### config.mk
export PLATFORM = sky130hd
export DESIGN_NAME = i2s_tx
export DESIGN_NICKNAME = d
export VERILOG_FILES = /design/src/rtl/i2s_tx.sv
export SDC_FILE = /design/constraint.sdc
export NUM_CORES = 1
export LEC_CHECK = 0
export BUFFER_PORTS_ARGS = -buffer_cell sky130_fd_sc_hd__buf_2
export CAP_MARGIN = 5
export CORE_MARGIN = 1
export CORE_UTILIZATION = 45
export CTS_CLUSTER_SIZE = 25
export DETAILED_ROUTE_END_ITERATION = 10
export PLACE_DENSITY = 0.68
export SLEW_MARGIN = 20
export SYNTH_ARGS = -nofsm -noshare
export SYNTH_HDL_FRONTEND = slang
export SYNTH_SLANG_ARGS = --single-unit
export TNS_END_PERCENT = 100
### constraint.sdc
create_clock -name clk_i -period 3.8 [get_ports clk_i]
set_input_delay 0.57 -clock clk_i [delete_from_list [all_inputs] [get_ports clk_i]]
set_output_delay 0.57 -clock clk_i [all_outputs]
set_load 0.005 [all_outputs]
### src/rtl/i2s_tx.sv
// I2S (Philips) transmitter: sample FIFO plus serializer that sends each mono sample on
// both channels, with BCLK/LRCLK generated from the system clock.
module i2s_tx #(
  parameter int unsigned DATA_W     = 16,
  parameter int unsigned CLK_DIV    = 4,
  parameter int unsigned FIFO_DEPTH = 4
) (
  input  logic                            clk_i,
  input  logic                            rst_ni,
  input  logic                            enable_i,
  input  logic [DATA_W-1:0]               sample_i,
  input  logic                            valid_i,
  output logic                            ready_o,
  output logic                            bclk_o,
  output logic                            lrclk_o,
  output logic                            sdata_o,
  output logic                            underrun_o,
  input  logic                            clr_underrun_i,
  output logic [$clog2(FIFO_DEPTH):0]     fifo_count_o
);

  localparam int unsigned PtrW  = $clog2(FIFO_DEPTH) + 1;
  localparam int unsigned AddrW = PtrW - 1;
  localparam int unsigned SlotW = $clog2(2 * DATA_W);
  localparam int unsigned IdxW  = $clog2(DATA_W);
  localparam int unsigned DivW  = (CLK_DIV > 1) ? $clog2(CLK_DIV) : 1;

  localparam logic [SlotW-1:0] LastSlot  = SlotW'(2 * DATA_W - 1);
  localparam logic [SlotW-1:0] RightSlot = SlotW'(DATA_W);
  localparam logic [DivW-1:0]  DivLast   = DivW'(CLK_DIV - 1);
  localparam logic [IdxW-1:0]  MsbIdx    = IdxW'(DATA_W - 1);

  logic [DATA_W-1:0] mem_q [FIFO_DEPTH];
  logic [PtrW-1:0]   wptr_q, wptr_d, rptr_q, rptr_d;
  logic [DivW-1:0]   div_q, div_d;
  logic [SlotW-1:0]  slot_q, slot_d, slot_nxt, slot_after;
  logic [IdxW-1:0]   slot_pos, bit_idx;
  logic [DATA_W-1:0] hold_q, hold_d, head;
  logic              bclk_q, bclk_d, lrclk_q, lrclk_d, sdata_q, sdata_d;
  logic              underrun_q, underrun_d;
  logic              full, empty, push, pop, tick, shift_ev, frame_start;

  always_comb begin
    empty       = (wptr_q == rptr_q);
    full        = (wptr_q[AddrW] != rptr_q[AddrW]) &&
                  (wptr_q[AddrW-1:0] == rptr_q[AddrW-1:0]);
    push        = valid_i && !full;
    head        = mem_q[rptr_q[AddrW-1:0]];
    tick        = enable_i && (div_q == DivLast);
    shift_ev    = tick && bclk_q;
    slot_nxt    = (slot_q == LastSlot) ? '0 : slot_q + SlotW'(1);
    slot_after  = (slot_nxt == LastSlot) ? '0 : slot_nxt + SlotW'(1);
    slot_pos    = (slot_nxt >= RightSlot) ? IdxW'(slot_nxt - RightSlot) : IdxW'(slot_nxt);
    bit_idx     = MsbIdx - slot_pos;
    frame_start = shift_ev && (slot_nxt == '0);
    // Pop sees only the registered pointers, so a same-cycle push is never bypassed.
    pop         = frame_start && !empty;
  end

  always_comb begin
    wptr_d     = wptr_q + PtrW'(push);
    rptr_d     = rptr_q + PtrW'(pop);
    div_d      = div_q;
    bclk_d     = bclk_q;
    lrclk_d    = lrclk_q;
    sdata_d    = sdata_q;
    slot_d     = slot_q;
    hold_d     = hold_q;
    underrun_d = underrun_q;

    if (frame_start && empty) begin
      underrun_d = 1'b1;
    end else if (clr_underrun_i) begin
      underrun_d = 1'b0;
    end

    if (!enable_i) begin
      div_d   = '0;
      bclk_d  = 1'b0;
      lrclk_d = 1'b0;
      sdata_d = 1'b0;
      slot_d  = LastSlot;
    end else begin
      div_d = tick ? '0 : div_q + DivW'(1);
      if (tick) begin
        bclk_d = !bclk_q;
      end
      if (shift_ev) begin
        slot_d  = slot_nxt;
        // LRCLK announces the channel of the following slot.
        lrclk_d = (slot_after >= RightSlot);
        if (frame_start) begin
          hold_d  = empty ? '0 : head;
          sdata_d = empty ? 1'b0 : head[DATA_W-1];
        end else begin
          sdata_d = hold_q[bit_idx];
        end
      end
    end
  end

  always_ff @(posedge clk_i) begin
    if (!rst_ni) begin
      wptr_q     <= '0;
      rptr_q     <= '0;
      div_q      <= '0;
      bclk_q     <= 1'b0;
      lrclk_q    <= 1'b0;
      sdata_q    <= 1'b0;
      slot_q     <= LastSlot;
      hold_q     <= '0;
      underrun_q <= 1'b0;
    end else begin
      wptr_q     <= wptr_d;
      rptr_q     <= rptr_d;
      div_q      <= div_d;
      bclk_q     <= bclk_d;
      lrclk_q    <= lrclk_d;
      sdata_q    <= sdata_d;
      slot_q     <= slot_d;
      hold_q     <= hold_d;
      underrun_q <= underrun_d;
    end
  end

  always_ff @(posedge clk_i) begin
    if (push) begin
      mem_q[wptr_q[AddrW-1:0]] <= sample_i;
    end
  end

  assign ready_o      = !full;
  assign bclk_o       = bclk_q;
  assign lrclk_o      = lrclk_q;
  assign sdata_o      = sdata_q;
  assign underrun_o   = underrun_q;
  assign fifo_count_o = wptr_q - rptr_q;

endmodule

# Word-level counts from Yosys, hierarchy flattened
# Memories as Yosys holds them, arrays and structs flattened. A register that Yosys moved wholly into a read port is not among the register bits.
# Cells that the tools add are included.
[op_classes] add_sub_neg=8 n_lt_le_gt_ge=3 eq_ne=6 mux=13 bitwise=2 n_reduce_logical=15
[op_table] cell="two-way mux 16 bit" count=1
[op_table] cell="adder 5 x 1 -> 5 bit, second input constant" count=2
[op_table] cell="== test 5 bit, second input constant" count=2
[op_table] cell="greater-or-equal comparator 5 bit, second input constant" count=2
[op_table] cell="two-way mux 5 bit" count=2
[op_table] cell="logical AND 1 bit" count=7
[op_table] cell="two-way mux 1 bit" count=7
[op_table] cell="adder 3 x 1 -> 3 bit" count=2
[op_table] cell="logical NOT 5 bit" count=1
[op_table] cell="less-than comparator 4 x 5 -> 1 bit, second input constant" count=1
[op_table] cell="binary-select mux 1 bit (select 4 bit)" count=1
[op_table] cell="two-way mux 4 bit" count=1
[op_table] cell="subtractor 4 x 1 -> 4 bit, second input constant" count=1
[op_table] cell="subtractor 4 bit, first input constant" count=1
[op_table] cell="== test 3 bit" count=1
[op_table] cell="logical NOT 1 bit" count=3
[op_table] cell="AND reduction 3 bit" count=1
[op_table] cell="OR reduction 3 bit" count=1
[op_table] cell="subtractor 3 bit" count=1
[op_table] cell="adder 2 x 1 -> 2 bit, second input constant" count=1
[op_table] cell="== test 2 bit" count=1
[op_table] cell="== test 2 bit, second input constant" count=1
[op_table] cell="two-way mux 2 bit" count=1
[op_table] cell="inverter 1 bit" count=2
[op_table] cell="3 further kinds" count=3
[word_totals] register_bits=33 mem_bits_rw=64 input_bits=21 word_cells=57 memories=1
[mem_list] memory="mem_q" depth=4 word_bits=16 read_ports=1 rd_ports_with_merged_regs=1 wr=1 line="33" text="logic [DATA_W-1:0] mem_q [FIFO_DEPTH];"

# Logic depth before layout (Yosys ltp)
# Gate-level depths: netlist of run 1.
[logic_depth] ltp_word=8 ltp_mapped=12 ltp_nobuf=10

# Worst setup path before layout of run 1
# OpenSTA, ideal clock, no wires.
[synth_path] path_type="reg2reg" startpoint="register rptr_q[1]" endpoint="memory mem_q[3][0] (enable)" setup_time_ps=388 arrival_ps=2406 required_ps=3412 path_slack_ps=1006 stages_incl_launch_ff=9 path_buffers=2 period_less_slack_ps=2794 cell_sequence="dfxtp_1 -> clkbuf_1 -> buf_1 -> inv_1 -> ha_1 -> nand3_1 -> and2_1 -> nand2_1 -> nor2_1"
[synth_between] elab_chain_len=6
[synth_lines] item="start: declaration" line="34" text="logic [PtrW-1:0] wptr_q, wptr_d, rptr_q, rptr_d;"
[synth_lines] item="start signal: assignment" line="115" text="rptr_q <= rptr_d;"
[synth_lines] item="== test 2 bit" line="46" text="(wptr_q[AddrW-1:0] == rptr_q[AddrW-1:0]);"
[synth_lines] item="logical AND 1 bit" line="45" text="full = (wptr_q[AddrW] != rptr_q[AddrW]) &&"
[synth_lines] item="logical NOT 1 bit"
[synth_lines] item="via ready_o" line="13" text="output logic ready_o,"
[synth_lines] item="logical AND 1 bit" line="47" text="push = valid_i && !full;"
[synth_lines] item="two-way mux 1 bit" line="127" text="if (push) begin"
[synth_lines] item="two-way mux 1 bit (implied by the code)" line="128" text="mem_q[wptr_q[AddrW-1:0]] <= sample_i;"
[synth_lines] item="end: declaration" line="33"
# The timed path passes the listed nets, and every way through them passes these cells.

# Worst setup path in the final report of run 1
[layout_path] startpoint="register slot_q[0]" endpoint="register rptr_q[1]"
[layout_between] elab_chain_len=6 word_cells_on_any_way=7 classes_between="add/sub: 2; eq/ne: 1; mux: 1; reduce/logical: 3"
[layout_lines] item="start: declaration" line="36" text="logic [SlotW-1:0] slot_q, slot_d, slot_nxt, slot_after;"
[layout_lines] item="start signal: assignment" line="110" text="slot_q <= LastSlot;"
[layout_lines] item="start signal: assignment" line="120" text="slot_q <= slot_d;"
[layout_lines] item="adder 5 x 1 -> 5 bit or == test 5 bit (tied branches)" line="51" text="slot_nxt = (slot_q == LastSlot) ? '0 : slot_q + SlotW'(1);"
[layout_lines] item="two-way mux 5 bit *" line="51"
[layout_lines] item="via slot_nxt[4]" line="36"
[layout_lines] item="logical NOT 5 bit *" line="55" text="frame_start = shift_ev && (slot_nxt == '0);"
[layout_lines] item="logical AND 1 bit *" line="55"
[layout_lines] item="logical AND 1 bit *" line="57" text="pop = frame_start && !empty;"
[layout_lines] item="adder 3 x 1 -> 3 bit *" line="62" text="rptr_d = rptr_q + PtrW'(pop);"
[layout_lines] item="via rptr_d[1]" line="34"
# Mark *: on every way through the listed nets, which the timed path passes. The rest lies on a longest branch.
# A chain may end at the register's enable or synchronous reset.

==> results.md, run 1 <==
* Post-synth EDFFs at 64
* Worst Skew at 0.00586 ns
* Mapped Nets at 289
* Starting Density at 0.462
* Post-synthesis sequential area ratio at 0.647
* Syn Area/Cell at 15.5 µm²
* Wirelength per Cell at 16.6 µm
* Total chip power at between 2 and 2.5 mW
* Vias in the first global route at between 2000 and 2500
* Pins Over Slew Limit at 0
* Crit path top cell by count: ha_1
* Async set or reset register ratio after synthesis at 0
* DR iter-0 viols at 198
* Fillers at 704
* Reg area at 2580 µm²
* Largest fanout on the critical path at 17
* Fin nets at between 300 and 400
* Slew margin rel. at 0.393
* Largest net degree at the start of global routing at 30
* CTS Buf Count at 9
* Flops & latches, synth at 97
* Post-synthesis cell type count at 45
* Post-route cell area at 4450 µm²
* # IOs at 29
* Area growth syn-to-layout at 11.5%
* Cells on Worst Hold Path at 1
* Vias per cell at between 5 and 6
* # Post-CTS Setup Buffers at 0
* Die Ht at 96.2 µm
* Lkg Pwr at 1.55 nW
* Min Tclk post-route at ~2.9 ns
* Die W at 96.2 µm
* Ant. Diodes at 0
* Gr ovfl total at 0
* I/O Buffers at 28
* Failing checks: DRC
* Later-pin clock latency in the skew report at 0.36 ns
* Critical path endpoint category: flop
* Post-Synthesis Cells at 258
* Hold_ws at about 0.42 ns
* Worst reg2reg path depth at 10
* Final core occ at 0.516
* Dpl hpwl at 4.23 mm
* Commonest cells post-synth: edfxtp_1 (64), dfxtp_1 (33), mux4_2 (18), a22oi_1 (15), nor2b_1 (15)
* Most used flip-flop cell after synthesis: edfxtp_1
* Die Area at 9260 µm²
* Final Setup Violations at 0
* H-tree depth at 3
* Synth Cell Area at 3990 µm²
* WP data required at 4.06 ns
* Core box area at 8640 µm²
* CP peak stage delay at 0.65 ns
* Row Count at 34
* Hold_buf cts at 0
* Post-CTS Resized at 0
* Remaining antenna violation count at 0
* Most common cell in the netlist: edfxtp_1
* Yosys top cell area share at 0.481
* DR vias at 2191
* Slowest-stage cell, CP: dfxtp_1
* CTS tree: yes
* HP Class: in2reg
* DR pass1 iterations at 7
* CTS sink cnt at 97
* Clock Tree Buf Depth at 2
* WL final at 6.64 mm
* Startpoint Class: flop
* Pwr dens at around 460 nW/µm²
* Root buffer cell: clkbuf_8
* DRC Markers at 1
* Final hold vios at 0
* Maxcap violations at 0
* Fmax achieved at about 350 MHz
* Max VDD drop at 241 µV
* Worst slew pin tran at between 0.9 and 1 ns
* Ratio of cells with drive above 1 in the final layout at 0.260
* Multi-input gate area at 1290 µm²
* Synth area leader: edfxtp_1
* Arr. time, crit path at roughly 3.1 ns
* Clk slew on worst S/H paths at 0.09 ns
* DP Area at 4210 µm²
* Setup TNS Final at 0 ns
* All-layer global routing usage at 0.164
* Total number of yosys warnings at 0
* RSZ-0062 raised after global routing: no
* Gp weighted congestion at about 0.80
* Cell chain of the critical path: ha_1 -> and3_2 -> ha_1 -> and4b_1 -> o21ai_2 -> a211oi_4 -> buf_4 -> ha_1 -> ha_1 -> and2_1
* Initial antenna violation count at 0
* Status: finished, violations left
* Global-route wire length before repair at 11.0 mm
* Fin crit share at 0.751
* Setup CP Type: reg2reg
* Synth top area cells: edfxtp_1 (48%), dfxtp_1 (17%), mux4_2 (10%)
==> path summary, 6_finish.rpt <==
kind                     from  slack, ns     endpoint
setup / recovery    slot_q[0]       0.95    rptr_q[1]
hold / removal    sample_i[3]       0.42  mem_q[2][3]
setup reg to reg    slot_q[0]       0.95    rptr_q[1]
hold reg to reg      div_q[0]       0.44     div_q[0]
==> stage by stage <==
stage                     instances  setup WS (ns)
after floorplan                 258           1.01
after global placement          385           1.04
after detailed placement        385          0.954
after CTS                       400          0.938
after global routing            400          0.696
final                           400          0.945
==> final cells by class <==
type	instances	share of cell area
Sequential cell	97	0.580
Inverter	8	0.00674
Clock inverter	6	0.0261
Clock buffer	9	0.0278
Timing Repair Buffer	33	0.0399
Tap cell	108	0.0303
Multi-Input combinational cell	139	0.289
==> worst max-delay path, delay by kind of cell (launching register included) <==
family          cells  cell delay (ns)
simple gates        3             0.64
flops               1             0.65
fa+ha+maj           4             0.97
compound gates      2             0.26
buf+inv             1             0.25
==> placed cells by master, fill, tap and decap left out, types with 9 or more instances in the layout <==
cell type | Yosys | layout
edfxtp_1 | 64 | 64
dfxtp_1 | 33 | 33
buf_2 | 4 | 28
mux4_2 | 18 | 18
a22oi_1 | 15 | 15
nor2b_1 | 15 | 15
nand2_1 | 11 | 11
nor2_1 | 9 | 9
and2_1 | 9 | 9
ha_1 | 9 | 9
clkbuf_8 | 0 | 9
==> routing by layer <==
| layer | track usage | vias up | part of all wire |
|---|---|---|---|
| li1 | - | 1040 | - |
| met1 | 0.209 | 1106 | 0.47 |
| met2 | 0.266 | 33 | 0.48 |
| met3 | 0.0363 | 12 | 0.031 |
| met4 | 0.0808 | 0 | 0.017 |
| met5 | 0 | - | 0 |
==> power breakdown <==
group / internal [mW] / switching [mW]
Clock: 0.438 / 0.355
Sequential: 1.16 / 0.00890
Combinational: 0.0334 / 0.0503
==> registers in the layout, indices dropped and copies added (netlist names) <==
register,flops
mem_q,64
hold_q,16
slot_q,5
rptr_q,3
wptr_q,3
div_q,2
bclk_o,1
lrclk_o,1
sdata_o,1
underrun_o,1
==> cells by family (layout without fill, tap and decap cells) <==
group           count (synthesis)  in the layout  share of synthesized area
xor+xnor                        8              8                     0.0194
flops                          97             97                      0.647
buf+inv                        22             56                     0.0307
simple gates                   64             64                     0.0887
compound gates                 37             37                     0.0749
fa+ha+maj                      10             10                     0.0332
mux                            20             20                      0.107
(Power assumes the default switching activity.)
==> run 2: changes to the inputs <==
--- a/config.mk
+++ b/config.mk
@@ -5,13 +5,14 @@
 export SDC_FILE = /design/constraint.sdc
 export NUM_CORES = 1
 export LEC_CHECK = 0
+export ABC_AREA = 1
 export BUFFER_PORTS_ARGS = -buffer_cell sky130_fd_sc_hd__buf_2
 export CAP_MARGIN = 5
 export CORE_MARGIN = 1
 export CORE_UTILIZATION = 45
 export CTS_CLUSTER_SIZE = 25
 export DETAILED_ROUTE_END_ITERATION = 10
-export PLACE_DENSITY = 0.68
+export PLACE_DENSITY = 0.71
 export SLEW_MARGIN = 20
 export SYNTH_ARGS = -nofsm -noshare
 export SYNTH_HDL_FRONTEND = slang
==> constraint.sdc (replaced) <==
create_clock -name clk_i -period 2.5 [get_ports clk_i]
set_input_delay 0.375 -clock clk_i [delete_from_list [all_inputs] [get_ports clk_i]]
set_output_delay 0.375 -clock clk_i [all_outputs]
set_load 0.005 [all_outputs]
==> results.md, run 2 <==
* CTS Buf Count at 9 (unchanged)
* Post-synth EDFFs at 64 (unchanged)
* Most common cell after layout, fill and taps aside: edfxtp_1
* Slew margin rel. at 0.659 (+0.266)
* Lkg Pwr at 1.78 nW (+15%)
* Hold_buf cts at 0 (unchanged)
* Synth area leader: edfxtp_1
* DR iter-0 viols at 126 (-36%)
* HP Class: in2reg
* Worst Skew at 0.00921 ns (+0.00335 ns)
* Hold_ws at 0.230 ns (-0.188 ns)
* Remaining antenna violation count at 0 (unchanged)
* Die Ht at 97.3 µm (+1.2%)
* Mapped Nets at 416 (+44%)
* Pins Over Slew Limit at 0 (unchanged)
* # Post-CTS Setup Buffers at 0 (unchanged)
* Most common cell in the netlist: edfxtp_1
* Gp weighted congestion at 0.832 (+4.4%)
* Initial antenna violation count at 0 (unchanged)
* Critical path endpoint category: flop
* Post-Synthesis Cells at 385 (+49%)
* Synth Cell Area at 4090 µm² (+2.4%)
* Arr. time, crit path at 2.50 ns (-0.61 ns)
* All-layer global routing usage at 0.166 (+0.00177)
* Ratio of cells with drive above 1 in the final layout at 0.214 (-0.0463)
* Yosys top cell area share at 0.470 (-0.0112)
* Fin nets at 456 (+43%)
* Crit path top cell by count: ha_1
* Cell family with most CP delay: simple AND/OR/NAND/NOR gates
* Clk slew on worst S/H paths at 0.10 ns (about the same)
* Cells on Worst Hold Path at 1 (unchanged)
* Starting Density at 0.467 (+0.00412)
* Async set or reset register ratio after synthesis at 0 (unchanged)
* Max reg flops at 64 (unchanged)
* Maxcap violations at 0 (unchanged)
* Largest fanout on the critical path at 9 (-8)
* Die Area at 9470 µm² (+2.3%)
* Startpoint Class: flop
* Pwr dens at 620 nW/µm² (+35%)
* Flops & latches, synth at 97 (unchanged)
* Syn Area/Cell at 10.6 µm² (-31%)
* Die W at 97.3 µm (+1.2%)
* WP data required at 2.75 ns (-1.31 ns)
* Fmax achieved at 445 MHz (+27%)
* Fin crit share at 0.899 (+0.148)
* CTS sink cnt at 97 (unchanged)
* Total chip power at 2.85 mW (+39%)
* Wirelength per Cell at 13.7 µm (-17%)
* Core box area at 8760 µm² (+1.5%)
* DR pass1 iterations at 5 (-2)
* Root buffer cell: clkbuf_8
* Most used flip-flop cell after synthesis: edfxtp_1
* Ant. Diodes at 0 (unchanged)
* Worst reg2reg path depth at 14 (+4)
* Synth top area cells: edfxtp_1 (47%), dfxtp_1 (16%), nand2_1 (5.2%)
* WL final at 7.37 mm (+11%)
* Vias in the first global route at 2550 (+16%)
* Worst slew pin tran at 0.510 ns (-0.400 ns)
* Max VDD drop at 436 µV (+81%)
* Area growth syn-to-layout at 12.4%
* Largest net degree at the start of global routing at 33 (+10%)
* Post-CTS Resized at 0 (unchanged)
* RSZ-0062 raised after global routing: no
* Levels on crit path at 14 (+4)
* Setup CP Type: reg2reg
* # IOs at 29 (unchanged)
* Buf/Inv on CP at 1 (unchanged)
* Slowest-stage cell, CP: dfxtp_1
* Min Tclk post-route at 2.25 ns (-0.607 ns)
* Post-synthesis sequential area ratio at 0.632 (-0.0150)
* DR vias at 2710 (+24%)
* CTS tree: yes
* DRC Markers at 0 (-1)
* Row Count at 34 (unchanged)
* H-tree depth at 3 (unchanged)
* Gr ovfl total at 0 (unchanged)
* Final Setup Violations at 0 (unchanged)
* Later-pin clock latency in the skew report at 0.36 ns (about the same)
* Status: completed
* Clock Tree Buf Depth at 2 (unchanged)
* Cell chain of the critical path: ha_1 -> nand2_1 -> nor2_1 -> ha_1 -> inv_2 -> nand2_2 -> nand2_2 -> nor2_4 -> nand3_4 -> nor2_8 -> ha_1 -> ha_1 -> xnor2_1 -> nor2_1
* Final hold vios at 0 (unchanged)
* Commonest cells post-synth: edfxtp_1 (64), nand2_1 (57), nor2_1 (51), inv_1 (35), o21ai_0 (35)
* Post-synthesis cell type count at 34 (-24%)
* Global-route wire length before repair at 12.2 mm (+11%)
* CP peak stage delay at 0.39 ns (-0.26 ns)
* Most frequent cells in the layout: edfxtp_1 (64), nand2_1 (57), nor2_1 (51)
* Dpl hpwl at 4.89 mm (+16%)
* Total number of yosys warnings at 0 (unchanged)
* I/O Buffers at 28 (unchanged)
* Vias per cell at 5.04 (-8.0%)
==> run 2: where the power goes <==
part / total, mW / internal (mW) / switching (mW) / leakage [nW]
logic: 0.136 / 0.0440 / 0.0919 / 0.845
clock network: 0.931 / 0.375 / 0.556 / 0.0786
registers: 1.78 / 1.76 / 0.0159 / 0.854
==> run 2: area by class of cell <==
| type | count | area [µm²] |
|---|---|---|
| inverter | 39 | 146 |
| clock buffer | 10 | 128 |
| multi-input combinational | 238 | 1320 |
| clock inverter | 6 | 52.6 |
| tap | 108 | 135 |
| sequential | 97 | 2580 |
| fill | 777 | 4170 |
| timing repair buffer | 40 | 230 |
==> run 2: cells by family (layout without fill, tap and decap cells) <==
kind of cell               after synthesis  count (layout)  synth area share
buffers and inverters                   50              95            0.0502
and+or+nand+nor                        150             150             0.171
AOI/OAI and AO/OA                       74              74             0.106
adders and majority gates               10              10            0.0324
xor gates and xnor gates                 4               4           0.00857
DFF                                     97              97             0.632
==> run 2: worst paths after layout <==
kind | startpoint | endpoint | slack (ns)
worst max-delay path | slot_q[1] | rptr_q[2] | 0.25
worst min-delay path | sample_i[2] | mem_q[1][2] | 0.23
worst max register to register | slot_q[1] | rptr_q[2] | 0.25
worst min register to register | div_q[0] | div_q[0] | 0.43
==> run 2: layer usage <==
metal	routed length (µm)	global-route usage	up-vias
met5	0	0	-
met4	105	0.0814	0
met3	257	0.0302	8
met2	3600	0.280	53
met1	3410	0.207	1271
li1	-	-	1378
==> run 2: stage by stage <==
step	setup TNS (ns)	utilization	setup WS, ns	instances	instance area [µm²]
2_1_floorplan	-21.27	-	-0.332	385	4090
3_3_place_gp	0	0.504	0.380	522	4420
3_5_place_dp	0	0.504	0.284	522	4420
4_1_cts	0	0.524	0.274	538	4600
5_1_grt	0	0.524	0.0477	538	4600
6_report	0	0.524	0.252	538	4600
